**config.mk**
```make
export PLATFORM = sky130hd
export DESIGN_NAME = operand_tc_pipe
export DESIGN_NICKNAME = d
export VERILOG_FILES = /design/src/rtl/mul_pkg.sv /design/src/rtl/tc_segmented_negate.sv /design/src/rtl/operand_tc_pipe.sv
export SDC_FILE = /design/constraint.sdc
export NUM_CORES = 1
export LEC_CHECK = 0
export CORE_UTILIZATION = 35
export CTS_CLUSTER_DIAMETER = 60
export DETAILED_ROUTE_END_ITERATION = 10
export GPL_TIMING_DRIVEN = 0
export PLACE_DENSITY_LB_ADDON = 0.3
export SYNTH_ARGS = -nofsm -noshare
export SYNTH_HDL_FRONTEND = slang
export SYNTH_SLANG_ARGS = --single-unit
```
**constraint.sdc**
```tcl
create_clock -name clk -period 7 [get_ports clk]
set_input_delay 0.7 -clock clk [delete_from_list [all_inputs] [get_ports clk]]
set_output_delay 0.7 -clock clk [all_outputs]
set_load 0.01 [all_outputs]
```
**src/rtl/mul_pkg.sv**
```systemverilog
// Shared types and helpers for the vector Vedic multiplier operand path.
// Latency: n/a (package only).
// Backpressure: n/a (package only).
package mul_pkg;

    typedef enum logic [1:0] {
        MUL   = 2'b00,
        MULH  = 2'b01,
        MULHU = 2'b10,
        MULSU = 2'b11
    } opcode_e;

    typedef enum logic [1:0] {
        P8  = 2'b00,
        P16 = 2'b01,
        P32 = 2'b10,
        P64 = 2'b11
    } precision_e;

    localparam int LANE_W = 8;

    // Element width in bits for a precision code. Codes wider than the vector
    // collapse to a single element spanning the whole operand.
    function automatic int elem_width(input logic [1:0] precision, input int operand_w);
        int w;
        w = LANE_W << precision;
        return (w > operand_w) ? operand_w : w;
    endfunction

    // Operand A is signed for MUL/MULH/MULSU, operand B only for MUL/MULH.
    function automatic logic is_signed(input logic [1:0] opcode, input int operand_select);
        logic s;
        s = 1'b0;
        if (opcode == MUL || opcode == MULH)
            s = 1'b1;
        else if (opcode == MULSU && operand_select == 0)
            s = 1'b1;
        return s;
    endfunction

endpackage

```
**src/rtl/tc_segmented_negate.sv**
```systemverilog
// Per-element two's complement of a packed vector (combinational).
// Latency: 0 cycles.
// Backpressure: none, pure function of its inputs.
//
// Ports:
//   operand   packed vector of elements
//   precision element width code (00=8, 01=16, 10=32, 11=64)
//   negated   (~x + 1) of every element, carry confined to each element
module tc_segmented_negate
    import mul_pkg::*;
#(
    parameter int OPERAND_W = 64
) (
    input  logic [OPERAND_W-1:0] operand,
    input  logic [1:0]           precision,
    output logic [OPERAND_W-1:0] negated
);

    localparam int LANES = OPERAND_W / LANE_W;

    // One bit per byte lane: set where a new element begins. The +1 of the
    // negation is injected there instead of the carry from the lane below.
    logic [LANES-1:0] elem_start;

    always_comb begin
        elem_start = '0;
        for (int p = 0; p < 4; p++) begin
            if (precision == 2'(p)) begin
                for (int i = 0; i < LANES; i++) begin
                    elem_start[i] = ((i % (elem_width(2'(p), OPERAND_W) / LANE_W)) == 0);
                end
            end
        end
    end

    always_comb begin
        logic             carry;
        logic [LANE_W:0]  sum;
        negated = '0;
        carry   = 1'b0;
        sum     = '0;
        for (int i = 0; i < LANES; i++) begin
            if (elem_start[i])
                carry = 1'b1;
            sum = {1'b0, ~operand[i*LANE_W +: LANE_W]} + {{LANE_W{1'b0}}, carry};
            negated[i*LANE_W +: LANE_W] = sum[LANE_W-1:0];
            carry = sum[LANE_W];
        end
    end

endmodule

```
**src/rtl/operand_tc_pipe.sv**
```systemverilog
// Operand conditioning for the Vedic multiplier: signed negative elements -> magnitude, plus per-lane sign flags.
// Latency: 2 cycles accept-to-out_valid, 1 beat/cycle throughput.
// Backpressure: out_ready low freezes stage 2; stage 1 fills then in_ready drops; no beat lost or duplicated.
//
// Ports:
//   clk, rst_n                        clock (rising) and async active-low reset
//   in_valid/in_ready                 input handshake
//   in_opcode, in_precision           opcode (MUL/MULH/MULHU/MULSU), element width code
//   in_operand                        packed operand vector
//   out_valid/out_ready               output handshake
//   out_operand                       conditioned vector (magnitudes for negated elements)
//   out_sign                          per byte lane: lane belongs to a negated element
//   out_precision, out_opcode         forwarded with the beat
module operand_tc_pipe
    import mul_pkg::*;
#(
    parameter int OPERAND_W      = 64,
    parameter int OPERAND_SELECT = 0,
    localparam int LANES         = OPERAND_W / 8
) (
    input  logic                 clk,
    input  logic                 rst_n,
    input  logic                 in_valid,
    output logic                 in_ready,
    input  logic [1:0]           in_opcode,
    input  logic [1:0]           in_precision,
    input  logic [OPERAND_W-1:0] in_operand,
    output logic                 out_valid,
    input  logic                 out_ready,
    output logic [OPERAND_W-1:0] out_operand,
    output logic [LANES-1:0]     out_sign,
    output logic [1:0]           out_precision,
    output logic [1:0]           out_opcode
);

    // ------------------------------------------------------------------
    // Handshake
    // ------------------------------------------------------------------
    logic s1_valid;
    logic s2_valid;
    logic s1_adv;
    logic s2_adv;

    assign s2_adv    = !s2_valid || out_ready;
    assign s1_adv    = !s1_valid || s2_adv;
    assign in_ready  = s1_adv;
    assign out_valid = s2_valid;

    // ------------------------------------------------------------------
    // Stage 1 input side: per-lane sign flags
    // ------------------------------------------------------------------
    logic             sig;
    logic [LANES-1:0] sign_d;

    assign sig = is_signed(in_opcode, OPERAND_SELECT);

    // Each lane looks at the MSB of the element that contains it. The loop
    // over precision codes keeps the lanes-per-element divisor constant in
    // each branch so the lane -> MSB-lane mapping is fixed wiring.
    always_comb begin
        int lpe;
        int msb;
        sign_d = '0;
        lpe    = 1;
        msb    = 0;
        for (int p = 0; p < 4; p++) begin
            if (in_precision == 2'(p)) begin
                lpe = elem_width(2'(p), OPERAND_W) / LANE_W;
                for (int i = 0; i < LANES; i++) begin
                    msb = (i / lpe) * lpe + lpe - 1;
                    if (msb > LANES - 1)
                        msb = LANES - 1;
                    sign_d[i] = sig & in_operand[msb*LANE_W + LANE_W - 1];
                end
            end
        end
    end

    // ------------------------------------------------------------------
    // Stage 1 registers
    // ------------------------------------------------------------------
    logic [OPERAND_W-1:0] s1_operand;
    logic [1:0]           s1_opcode;
    logic [1:0]           s1_precision;
    logic [LANES-1:0]     s1_sign;

    always_ff @(posedge clk or negedge rst_n) begin
        if (!rst_n) begin
            s1_valid     <= 1'b0;
            s1_operand   <= '0;
            s1_opcode    <= '0;
            s1_precision <= '0;
            s1_sign      <= '0;
        end else if (s1_adv) begin
            // An idle input cycle leaves a bubble; data is only refreshed
            // when a real beat arrives.
            s1_valid <= in_valid;
            if (in_valid) begin
                s1_operand   <= in_operand;
                s1_opcode    <= in_opcode;
                s1_precision <= in_precision;
                s1_sign      <= sign_d;
            end
        end
    end

    // ------------------------------------------------------------------
    // Stage 2: negate and select per byte lane
    // ------------------------------------------------------------------
    logic [OPERAND_W-1:0] neg_operand;
    logic [OPERAND_W-1:0] cond_operand;

    tc_segmented_negate #(
        .OPERAND_W (OPERAND_W)
    ) u_negate (
        .operand   (s1_operand),
        .precision (s1_precision),
        .negated   (neg_operand)
    );

    // Sign flags are uniform across an element, so a per-lane mux picks
    // the whole element's negated or original value.
    always_comb begin
        cond_operand = s1_operand;
        for (int i = 0; i < LANES; i++) begin
            if (s1_sign[i])
                cond_operand[i*LANE_W +: LANE_W] = neg_operand[i*LANE_W +: LANE_W];
        end
    end

    always_ff @(posedge clk or negedge rst_n) begin
        if (!rst_n) begin
            s2_valid      <= 1'b0;
            out_operand   <= '0;
            out_sign      <= '0;
            out_precision <= '0;
            out_opcode    <= '0;
        end else if (s2_adv) begin
            s2_valid <= s1_valid;
            if (s1_valid) begin
                out_operand   <= cond_operand;
                out_sign      <= s1_sign;
                out_precision <= s1_precision;
                out_opcode    <= s1_opcode;
            end
        end
    end

endmodule

```
# ---- Yosys cells after proc, flatten, opt, wreduce, memory -nomap -nowiden
# Index checks and enable logic that the tools add are counted.
dict set report totals {
  in_bits 72
  output_inout_bits 78
  regBits 154
}
dict set report op_classes {
  addsub 8
  n_bitwise 16
  n_mux 26
  eq_ne 8
  reduce_logical 10
}
# op n
set op_table {}
lappend op_table {{8-bit two-way mux} 16}
lappend op_table {{8-bit NOT} 8}
lappend op_table {{8-bit by 1-bit adder with 9-bit output} 7}
lappend op_table {{2-bit == test (second input constant)} 5}
lappend op_table {{1-bit two-way mux} 10}
lappend op_table {{8-bit by 1-bit adder with 8-bit output} 1}
lappend op_table {{1-bit bitwise AND} 8}
lappend op_table {{2-bit by 1-bit == test with 1-bit output (second input constant)} 3}
lappend op_table {{2-bit logical NOT} 3}
lappend op_table {{2-bit AND reduction} 2}
lappend op_table {{1-bit logical OR} 3}
lappend op_table {{1-bit logical NOT} 2}

# ---- Logic depth before layout (Yosys ltp)
# Gate-level depths: netlist of the first run.
dict set report depth {
  word_depth 22
  ltp_mapped 34
}

# ---- By module
# Synthesis of the first run repeated with hierarchy kept, for this count alone.
dict set report unflattened {
  cells_unflattened 665
  area_unflattened_um2 8006.4
}
# mod seq_area_each_um2 cells_per_inst instances area_per_inst_um2
set by_module_without_submodules {}
lappend by_module_without_submodules {operand_tc_pipe 3853.7 510 1 6826.5}
lappend by_module_without_submodules {tc_segmented_negate 0.0 155 1 1179.9}

# ---- Worst setup path before layout of the first run
# Ideal clock, no wire load.
dict set report synth_timing {
  kind {register to register}
  from {reg s1_operand[0]}
  to {reg out_operand[62]}
  t_required_ps 6867
  setup_slack_ps 381
  path_stages_with_launch 35
  arrival_time_ps 6486
  path_cell_list {dfrtp_1 > inv_1 > ha_1 > ha_1 > nand2_1 > o32ai_1 > ha_1 > ha_1 > nand2b_1 > o31ai_1 > ha_1 > ha_1 > nand2b_1 > o32ai_1 > ha_1 > ha_1 > or3b_2 > o311ai_0 > ha_1 > ha_1 > nand2_1 > o32ai_1 > ha_1 > ha_1 > nand2b_1 > o31ai_1 > ha_1 > ha_1 > nand2b_1 > o32ai_1 > ha_1 > or4b_4 > o31ai_2 > xor2_1 > o21ai_0}
}
dict set report synth_via {
  elab_chain_cells 17
}
# item line_no
set synth_lines {}
lappend synth_lines {{start, declared} operand_tc_pipe.sv:82} ;# logic [OPERAND_W-1:0] s1_operand;
lappend synth_lines {{start signal, assigned} operand_tc_pipe.sv:99} ;# s1_operand <= in_operand;
lappend synth_lines {{8-bit NOT} tc_segmented_negate.sv:45} ;# sum = {1'b0, ~operand[i*LANE_W +: LANE_W]} + {{LANE_W{1'b0}}, carry};
lappend synth_lines {{8-bit by 1-bit adder with 9-bit output} tc_segmented_negate.sv:45}
lappend synth_lines {{1-bit two-way mux} tc_segmented_negate.sv:43} ;# if (elem_start[i])
lappend synth_lines {{8-bit by 1-bit adder with 9-bit output} tc_segmented_negate.sv:45}
lappend synth_lines {{1-bit two-way mux} tc_segmented_negate.sv:43}
lappend synth_lines {{8-bit by 1-bit adder with 9-bit output} tc_segmented_negate.sv:45}
lappend synth_lines {{1-bit two-way mux} tc_segmented_negate.sv:43}
lappend synth_lines {{8-bit by 1-bit adder with 9-bit output} tc_segmented_negate.sv:45}
lappend synth_lines {{1-bit two-way mux} tc_segmented_negate.sv:43}
lappend synth_lines {{8-bit by 1-bit adder with 9-bit output} tc_segmented_negate.sv:45}
lappend synth_lines {{1-bit two-way mux} tc_segmented_negate.sv:43}
lappend synth_lines {{8-bit by 1-bit adder with 9-bit output} tc_segmented_negate.sv:45}
lappend synth_lines {{1-bit two-way mux} tc_segmented_negate.sv:43}
lappend synth_lines {{8-bit by 1-bit adder with 9-bit output} tc_segmented_negate.sv:45}
lappend synth_lines {{1-bit two-way mux} tc_segmented_negate.sv:43}
lappend synth_lines {{8-bit by 1-bit adder with 8-bit output} tc_segmented_negate.sv:45}
lappend synth_lines {{8-bit two-way mux} operand_tc_pipe.sv:126} ;# if (s1_sign[i])
lappend synth_lines {{end signal, assigned} operand_tc_pipe.sv:141} ;# out_operand <= cond_operand;
lappend synth_lines {{end, declared} operand_tc_pipe.sv:30} ;# output logic [OPERAND_W-1:0] out_operand,
# No other way between the ends.
# A chain may end at the register's enable or synchronous reset.

# ---- Final worst setup path of the first run
dict set report layout_timing {
  from {reg s1_operand[5]}
  to {reg out_operand[62]}
}
# Same word-level chain as after synthesis.

==> results of run 1 <==
[where the power goes]
group          leakage (nW)  switching, mW  internal [mW]
registers              1.85          0.148           1.08
clock network         0.311          0.351          0.625
logic                  2.03          0.362          0.491
[metrics by stage]
stage | setup TNS, ps | util (%)
floorplan | 0 | -
global placement | -205700 | 45.3
detailed placement | -4510 | 45.4
CTS | 0 | 50.8
global route | -16.0 | 51.1
finish | 0 | 51.1
[metal layers]
layer	wire length (microns)	GRT usage, %	vias to the layer above
li1	-	-	2527
met3	857	4.67	15
met2	8070	27.5	112
met5	0	0	-
met4	198	5.21	0
met1	7990	23.1	2528
[synth_stat cells, drive strengths merged]
library cell  number  area share [%]
dfrtp            154              54
mux2i             20             2.8
nor2               5            0.26
or4b               2            0.33
o21ai             81             5.7
inv               16            0.84
or3b               6            0.74
xor2              37             4.5
nand2b            11            0.97
or4                7            0.74
a21boi             4            0.42
xnor2             12             1.5
o311ai             1            0.12
o32ai              4            0.49
o41ai              6            0.74
nand3b             1            0.11
ha                16             2.8
conb               1           0.053
or3                1           0.088
nor2b             11            0.97
mux2              80              13
o31ai             17             2.0
nor4               2            0.18
a21oi              1           0.070
clkbuf            22             1.2
nand2             84             4.4
a211oi             2            0.21
a21o               1            0.11
buf               13            0.90
[path summary, 6_finish.rpt]
check,depth (start not counted),startpoint,slack [ps],endpoint
max in group asynchronous,2,rst_n,5950,out_operand[55]$_DFFE_PN0P_
max,32,s1_operand[5]$_DFFE_PN0P_,380,out_operand[62]$_DFFE_PN0P_
min reg2reg,2,out_operand[60]$_DFFE_PN0P_,470,out_operand[60]$_DFFE_PN0P_
min,1,rst_n,230,out_operand[21]$_DFFE_PN0P_
max reg2reg,32,s1_operand[5]$_DFFE_PN0P_,380,out_operand[62]$_DFFE_PN0P_
min in group clk,2,out_operand[60]$_DFFE_PN0P_,470,out_operand[60]$_DFFE_PN0P_
[worst max-delay path, delay by kind of cell, from the launching register on]
family / cells / cell delay [ps]
adders and majority gates: 13 / 2450
AOI/OAI and AO/OA: 9 / 1860
and+or+nand+nor: 9 / 1610
DFF: 1 / 410
xor gates and xnor gates: 1 / 150
[registers in the layout (all words and copies together) (netlist names), 2 cells and up]
name and cells:
s1_precision 2, out_operand 64, s1_sign 8, out_opcode 2
s1_opcode 2, s1_operand 64, out_sign 8, out_precision 2
[area by class of cell]
class / instances / share of cell area, %
tap: 265 / 3.29
inverter: 16 / 0.596
sequential: 154 / 38.3
buffer: 35 / 1.45
clock inverter: 6 / 1.07
timing repair buffer: 174 / 16.9
clock buffer: 25 / 5.21
multi-input combinational: 413 / 33.3
[cells by family after synthesis]
group | count (synthesis)
AO/OA/AOI/OAI | 117
multiplexers | 100
adder cells (fa/ha/maj) | 16
XOR/XNOR | 49
AND/OR/NAND/NOR | 130
buffers and inverters | 51
other | 1
flip-flops | 154
[repair_timing]
| item | in CTS | in global routing |
|---|---|---|
| gates resized for setup | 48 | 3 |
| endpoints found under the setup margin | 9 | 7 |
| pin swaps | 24 | 20 |
| setup buffers | 20 | 6 |
==> results.py, run 1 <==
metrics = {
    "worst_hold_path": {
        "hold_path.class": "input port to asynchronous set/reset pin",
    },
    "outcome": {
        "outcome": "finished clean",
    },
    "pwr": {
        "peakVddDrop_v": 0.000165,
        "p_per_area_mw_per_mm2": 304,
        "power_mw": 3.06,
        "p_leak_nw": 4.19,
    },
    "layout": {
        "areaGrowthSynthToFinish_pct": 41.5,
        "final_common_cell": "dfrtp_1",
        "finalNetCount": 899,
        "fin_cells": 1088,
        "final_cell_area_sq_mm": 0.0101,
        "final_cell_mix": "dfrtp_1 (152), clkdlybuf4s50_1 (146), nand2_1 (83)",
        "drive_gt1_share_pct": 23.2,
        "multi_input_area_sq_mm": 0.00335,
        "register_area_sq_mm": 0.00386,
        "nFillCells": 1746,
        "n_antenna_cell": 0,
    },
    "routing": {
        "routed_wl_microns": 17100,
        "ant_nets": 0,
        "wl_per_cell_microns": 15.7,
        "num_vias": 5182,
        "via_per_inst": 4.76,
        "drtPass1Iterations": 4,
        "remaining_drc_errors": 0,
        "drt_iter0_markers": 150,
    },
    "clock_network": {
        "cts_num_sinks": 154,
        "cts_tree": "yes",
        "ctsLongestPathBuffers": 2,
        "cts-root-buf": "clkbuf_16",
        "clk_latency_ps": 420,
        "cts_buffers": 17,
        "cts.reportedPaths.clkPinSlew_ps": 60,
        "htree_levels": 4,
        "cts_hold_buf": 0,
    },
    "global_route": {
        "grt-ovfl-total": 0,
        "grt_start_max_net_pins": 79,
        "grt_pass1_wl_microns": 27400,
        "grt.total_usage_pct": 17.3,
        "grt_pass1_vias": 5197,
        "antenna_found_initial": 0,
    },
    "sta": {
        "fmax_mhz": 151,
        "setup-violations-final": 0,
        "finalMaxSlewViolations": 0,
        "fin_crit_ps": 6620,
        "fin_crit_sh_pct": 94.6,
        "hold_ws_ps": 232,
        "max_slew_margin_pct": 30.6,
        "skew_ps": 6.83,
        "worst_slack_ps": 378,
        "hold_violations": 0,
        "worst_pin_slew_ps": 1040,
    },
    "synthesis": {
        "synth-compound-area-share_pct": 9.85,
        "synth_top_family_by_area": "multiplexers",
        "avgSynthCellArea_sq_um": 11.5,
        "synthMuxAreaShare_pct": 15.5,
        "synth_xor_area_share_pct": 6.02,
        "synth.yosys.seq_area_share_pct": 54.1,
        "yosys_register_bits": 154,
        "yosys.area_share.simple_pct": 8.80,
        "synth_nets": 706,
        "yosysWarnings": 0,
        "syn-cell-area_sq_mm": 0.00712,
        "syn_inst": 618,
        "synthDistinctLibCells": 33,
        "synthAdderAreaFrac_pct": 2.81,
    },
    "floorplan": {
        "io_pins": 150,
        "coreArea_sq_mm": 0.0197,
        "start_util_pct": 36.1,
        "die_area_sq_mm": 0.0209,
        "row_count": 51,
        "die_y_microns": 145,
        "die_w_microns": 145,
    },
    "placement": {
        "postPlaceCellArea_sq_mm": 0.00896,
        "place.gp.congestion": 0.795,
        "dp_cells": 1031,
        "portBuffers": 147,
        "place_ws_ps": -824,
        "hpwlAfterDp_microns": 11900,
    },
    "worst_setup_path": {
        "critical_path_class": "flop to flop",
        "cp-end-kind": "flop",
        "cp-start-kind": "flop",
        "crit_path_top_delay_cell": "or4b_4",
        "slowest_delay_ps": 500,
        "worstPathArrival_ps": 6900,
        "worstPathRequired_ps": 7280,
        "path_max_fanout": 3,
        "cpMostUsedCell": "ha_4",
    },
    "job": {
        "drv_cap": 0,
    },
}
Note: power is estimated with default switching activity, not from simulation.
==> inputs of run 2 (changes only) <==
--- a/config.mk
+++ b/config.mk
@@ -5,11 +5,14 @@
 export SDC_FILE = /design/constraint.sdc
 export NUM_CORES = 1
 export LEC_CHECK = 0
+export CORE_MARGIN = 2
 export CORE_UTILIZATION = 35
 export CTS_CLUSTER_DIAMETER = 60
 export DETAILED_ROUTE_END_ITERATION = 10
 export GPL_TIMING_DRIVEN = 0
 export PLACE_DENSITY_LB_ADDON = 0.3
+export SETUP_SLACK_MARGIN = 0.2
 export SYNTH_ARGS = -nofsm -noshare
 export SYNTH_HDL_FRONTEND = slang
 export SYNTH_SLANG_ARGS = --single-unit
+export TNS_END_PERCENT = 50
==> run 2 against run 1 <==
  * Cell count down 0.18%
  * Die area up 2.8%
  * Critical path depth unchanged
  * First-iteration DRC count up 21%
  * Global-route usage down 1.1 points
  * Sequential power about the same
  * Core utilization down 1.4 points
  * Flip-flop and latch count unchanged
  * Largest power group unchanged
==> results.py, run 2 (synthesized netlist as in run 1, its figures left out) <==
metrics = {
    "global_route": {
        "grt_pass1_wl_microns": 27400,
        "antenna_found_initial": 0,
        "grt-ovfl-total": 0,
        "grt_pass1_vias": 5218,
        "grt.total_usage_pct": 16.3,
        "grt_start_max_net_pins": 94,
    },
    "pwr": {
        "p_leak_nw": 4.12,
        "switching_share_pct": 28.8,
        "combPwrFrac_pct": 28.4,
        "p_per_area_mw_per_mm2": 299,
        "clockPowerShare_pct": 30.5,
        "p_switching_uw": 861,
        "p_int_mw": 2.13,
        "seq_power_share_pct": 41.1,
        "power_mw": 2.99,
        "peakVddDrop_v": 0.000165,
    },
    "worst_setup_path": {
        "regToRegSetupSlack_ps": 390,
        "worstPathArrival_ps": 6900,
        "crit_path_end": "out_operand[62]$_DFFE_PN0P_",
        "cpMostUsedCell": "ha_4",
        "critPathLaunch": "s1_operand[3]$_DFFE_PN0P_",
        "cp-end-kind": "flop",
        "critical_path_class": "flop to flop",
        "reg2reg_to": "out_operand[62]$_DFFE_PN0P_",
        "cp-start-kind": "flop",
        "slowest_delay_ps": 500,
        "worstPathRequired_ps": 7290,
        "path_max_fanout": 3,
        "ff2ff_path_depth": 32,
        "crit_path_top_delay_cell": "or4b_4",
        "r2r-start": "s1_operand[3]$_DFFE_PN0P_",
    },
    "placement": {
        "place.gp.congestion": 0.755,
        "dp_cells": 1036,
        "hpwlAfterDp_microns": 11700,
        "postPlaceCellArea_sq_mm": 0.00896,
        "portBuffers": 147,
    },
    "floorplan": {
        "row_count": 52,
        "die_y_microns": 147,
        "coreArea_sq_mm": 0.0201,
        "start_util_pct": 35.4,
        "die_area_sq_mm": 0.0215,
        "die_w_microns": 147,
        "io_pins": 150,
    },
    "clock_network": {
        "cts_tree": "yes",
        "clk_latency_ps": 410,
        "cts.reportedPaths.clkPinSlew_ps": 60,
        "htree_levels": 4,
        "cts_num_sinks": 154,
        "cts_buffers": 17,
        "cts_hold_buf": 0,
        "cts-root-buf": "clkbuf_16",
        "ctsLongestPathBuffers": 2,
    },
    "routing": {
        "remaining_drc_errors": 0,
        "num_vias": 5158,
        "ant_nets": 0,
        "drt_iter0_markers": 182,
        "via_per_inst": 4.75,
        "routed_wl_microns": 16900,
        "drtPass1Iterations": 4,
        "wl_per_cell_microns": 15.6,
    },
    "layout": {
        "final_cell_area_sq_mm": 0.00999,
        "nFillCells": 1821,
        "finalNetCount": 892,
        "final_common_cell": "dfrtp_1",
        "drive_gt1_share_pct": 22.5,
        "final_cell_mix": "dfrtp_1 (151), clkdlybuf4s50_1 (146), nand2_1 (83)",
        "areaGrowthSynthToFinish_pct": 40.3,
        "n_antenna_cell": 0,
        "biggestRegsByFlops": "out_operand: 64 flops, s1_operand: 64 flops",
        "fin_cells": 1086,
    },
    "sta": {
        "fin_crit_sh_pct": 94.4,
        "max_slew_margin_pct": 50.4,
        "setup-violations-final": 0,
        "fmax_mhz": 151,
        "worst_pin_slew_ps": 744,
        "finalMaxSlewViolations": 0,
        "skew_ps": 7.76,
        "hold_violations": 0,
        "rsz0062_at_grt": "true",
        "fin_crit_ps": 6610,
    },
    "job": {
        "drv_cap": 0,
    },
    "worst_hold_path": {
        "hold_path.class": "input port to asynchronous set/reset pin",
    },
    "outcome": {
        "outcome": "finished clean",
    },
}
==> run 2: cell count changes in the layout (fill, tap and decap cells not counted), sizes merged <==
cell,previous run,this run
bufinv,3,2
clkinv,2,1
buf,41,34
clkinvlp,1,3
==> run 2: area by class of cell <==
type / instances / area (sq um) / area share [%]
Tap cell: 270 / 338 / 3.38
Sequential cell: 154 / 3860 / 38.6
Clock inverter: 6 / 87.6 / 0.876
Inverter: 16 / 60.1 / 0.601
Timing Repair Buffer: 167 / 1650 / 16.5
Multi-Input combinational cell: 413 / 3360 / 33.6
Buffer: 35 / 148 / 1.48
Clock buffer: 25 / 495 / 4.96
==> run 2: timing repair <==
item	4_1_cts	5_1_grt
resized for setup	54	3
buffers inserted	13	6
pin swaps	20	23
endpoints found under the setup margin	12	6
==> run 2: metal layers <==
| metal | track usage, % | vias to the layer above | routed length, microns |
|---|---|---|---|
| li1 | - | 2515 | - |
| met1 | 22.2 | 2521 | 7900 |
| met2 | 25.3 | 109 | 7870 |
| met3 | 4.88 | 13 | 923 |
| met4 | 4.22 | 0 | 202 |
| met5 | 0 | - | 0 |
==> run 2: power by group through the flow <==
stage               logic [mW]  clock network (mW)  registers (mW)
finish                   0.849               0.913            1.23
global route             0.936               0.980            1.26
CTS                      0.852               0.942            1.23
detailed placement       0.803                   0            1.24
global placement         0.788                   0            1.24
floorplan                0.335                   0            1.27
==> run 2: how the worst min path moves through the flow <==
stage	cells past startpoint	to	startpoint
after CTS	1	s1_operand[53]$_DFFE_PN0P_	rst_n
after global routing	1	s1_operand[53]$_DFFE_PN0P_	rst_n
after global placement	2	out_operand[8]$_DFFE_PN0P_	out_operand[8]$_DFFE_PN0P_
after detailed placement	2	out_operand[63]$_DFFE_PN0P_	out_operand[63]$_DFFE_PN0P_
after floorplan	0	out_opcode[0]$_DFFE_PN0P_	rst_n
final	1	s1_operand[53]$_DFFE_PN0P_	rst_n
==> run 2: critical path: cells and delay by family, from the launching register on <==
family	cells	cell delay [ps]
AO/OA/AOI/OAI	9	1750
flip-flops	1	420
adder cells (fa/ha/maj)	13	2520
AND/OR/NAND/NOR	9	1600
XOR/XNOR	1	170
==> run 2: metrics by stage <==
step | TNS (ps) | hold slack, ps | worst slack, ps | utilization [%]
4_1_cts | 0 | 221 | 92.4 | 49.3
3_5_place_dp | -3900 | 471 | -749 | 44.6
5_1_grt | 0 | 227 | 31.6 | 49.7
2_1_floorplan | 0 | 404 | 381 | -
3_3_place_gp | -185250 | 463 | -1190 | 44.4
6_report | 0 | 200 | 390 | 49.7
==> RTL edit, RTL diff (config.mk and constraints of run 1) <==
The package constant `LANE_W` goes from 8 to 7.
--- a/src/rtl/mul_pkg.sv
+++ b/src/rtl/mul_pkg.sv
@@ -17,7 +17,7 @@
         P64 = 2'b11
     } precision_e;
 
-    localparam int LANE_W = 8;
+    localparam int LANE_W = 7;
 
     // Element width in bits for a precision code. Codes wider than the vector
     // collapse to a single element spanning the whole operand.
Function: changed (Yosys sat finds a counterexample within 4 cycles, from zero or initial values and one cycle with rst_n low).
==> RTL edit against run 1 <==
- count of clock-buffer cells in the layout fell by 3
- setup slack got worse by 0.61 ns
- power fell by 4.6%
- critical path depth fell by 6
- wire length fell by 0.47%
- clock skew rose by 0.0042 ns
- the run now ends with setup timing left
- highest routed layer unchanged
- design area fell by 3.7%
- synthesized area fell by 1.5%
- sequential share of layout area rose by 1.4 points
- utilization fell by 1.6 points
- largest cell class unchanged
- sequential cell count did not move
- cell count fell by 3.9%
==> RTL edit: results (changes against run 1) <==
Post-Syn Instances=586 (-5.2%); multi-input logic area=3080 sq um (-8.1%); CP max-delay cell=or4_4; Placed Instances=999 (-3.1%); pre-CTS setup slack=-0.619 ns (+0.205 ns); failing checks=setup timing; DP Area=8920 sq um (-0.46%); met2 usage=29.7% (+2.3 points); met1 Use GR=21.7% (-1.4 points); final setup fails=4 (+4); post-synthesis sequential area ratio=54.9% (+0.81 points); mux contribution to synthesized area=17.1% (+1.7 points); Pleak=4.10 nW (-2.2%); Compound-Gate Fraction of Synth Area=8.42% (-1.4 points); vias in the first global route=5,262 (+1.3%); count of multi-input gates=380 (-8.0%); Final Worst Setup Slack=-0.234 ns (-0.612 ns); nets@finish=858 (-4.6%); synth cell count leaders=dfrtp_1 (154), mux2_2 (88), nand2_1 (74), o21ai_0 (68), xor2_1 (30); met3 WL=752 microns (-12%); DRT met1 WL=7470 microns (-6.4%); hold_ws=0.248 ns (+0.0163 ns); DP HPWL=12,200 microns (+2.2%); delay-heaviest family, CP=simple AND/OR/NAND/NOR gates; post-DR vias/cell=4.82 (+1.2%); Synth Net Count=674 (-4.5%); Reg power frac=41.8% (+1.5 points); number of logic inverters in the finished layout=18 (+2); Placer Congestion=0.792 (-0.35%); Seq Cell Count=154 (unchanged); FILL cells=1,776 (+1.7%); outcome=finished with violations; largest net degree at the start of global routing=95 (+20%); Arr. time, crit path=7.51 ns (+0.61 ns); worst clock skew=0.0110 ns (+0.00421 ns); CLK BUF=22 (-12%)
## RTL edit: cell count changes in the layout (fill, tap and decap cells not counted), sizes merged, moves of 5 or more
cell | before | now
clkbuf | 47 | 35
nand2 | 84 | 74
o21ai | 81 | 71
mux2 | 80 | 88
xor2 | 37 | 30
or4 | 7 | 2
## RTL edit: worst reg2reg max path, stage by stage (launching register included)
cell	delay (ns)
dfrtp_1	0.39
or4_4	0.56
o32ai_4	0.21
ha_2	0.25
nand2b_4	0.07
o31ai_4	0.17
ha_2	0.20
or3b_4	0.40
o32ai_2	0.22
ha_2	0.22
or3b_4	0.40
o311ai_4	0.30
ha_2	0.23
or3b_4	0.41
o32ai_4	0.23
ha_2	0.21
or3b_4	0.40
o31ai_4	0.19
ha_2	0.21
or3b_4	0.40
o32ai_2	0.22
ha_2	0.24
ha_4	0.13
or3b_4	0.40
o31ai_4	0.23
xor2_1	0.16
o21ai_1	0.07
## RTL edit: final timing paths
| check | end | from | cells after the start |
|---|---|---|---|
| worst max-delay path | out_operand[55]$_DFFE_PN0P_ | s1_operand[4]$_DFFE_PN0P_ | 26 |
| worst min-delay path | out_operand[21]$_DFFE_PN0P_ | rst_n | 1 |
| worst max register to register | out_operand[55]$_DFFE_PN0P_ | s1_operand[4]$_DFFE_PN0P_ | 26 |
| worst min register to register | out_operand[30]$_DFFE_PN0P_ | out_operand[30]$_DFFE_PN0P_ | 2 |
| max in group asynchronous | s1_operand[2]$_DFFE_PN0P_ | rst_n | 2 |
| min in group clk | out_operand[30]$_DFFE_PN0P_ | out_operand[30]$_DFFE_PN0P_ | 2 |
## RTL edit: what timing repair did
action / 4_1_cts / 5_1_grt
resized for setup: 19 / 2
endpoints found under the setup margin: 5 / 4
hold buffers: 0 / 0
setup buffers: 13 / 4
pin swaps: 13 / 10
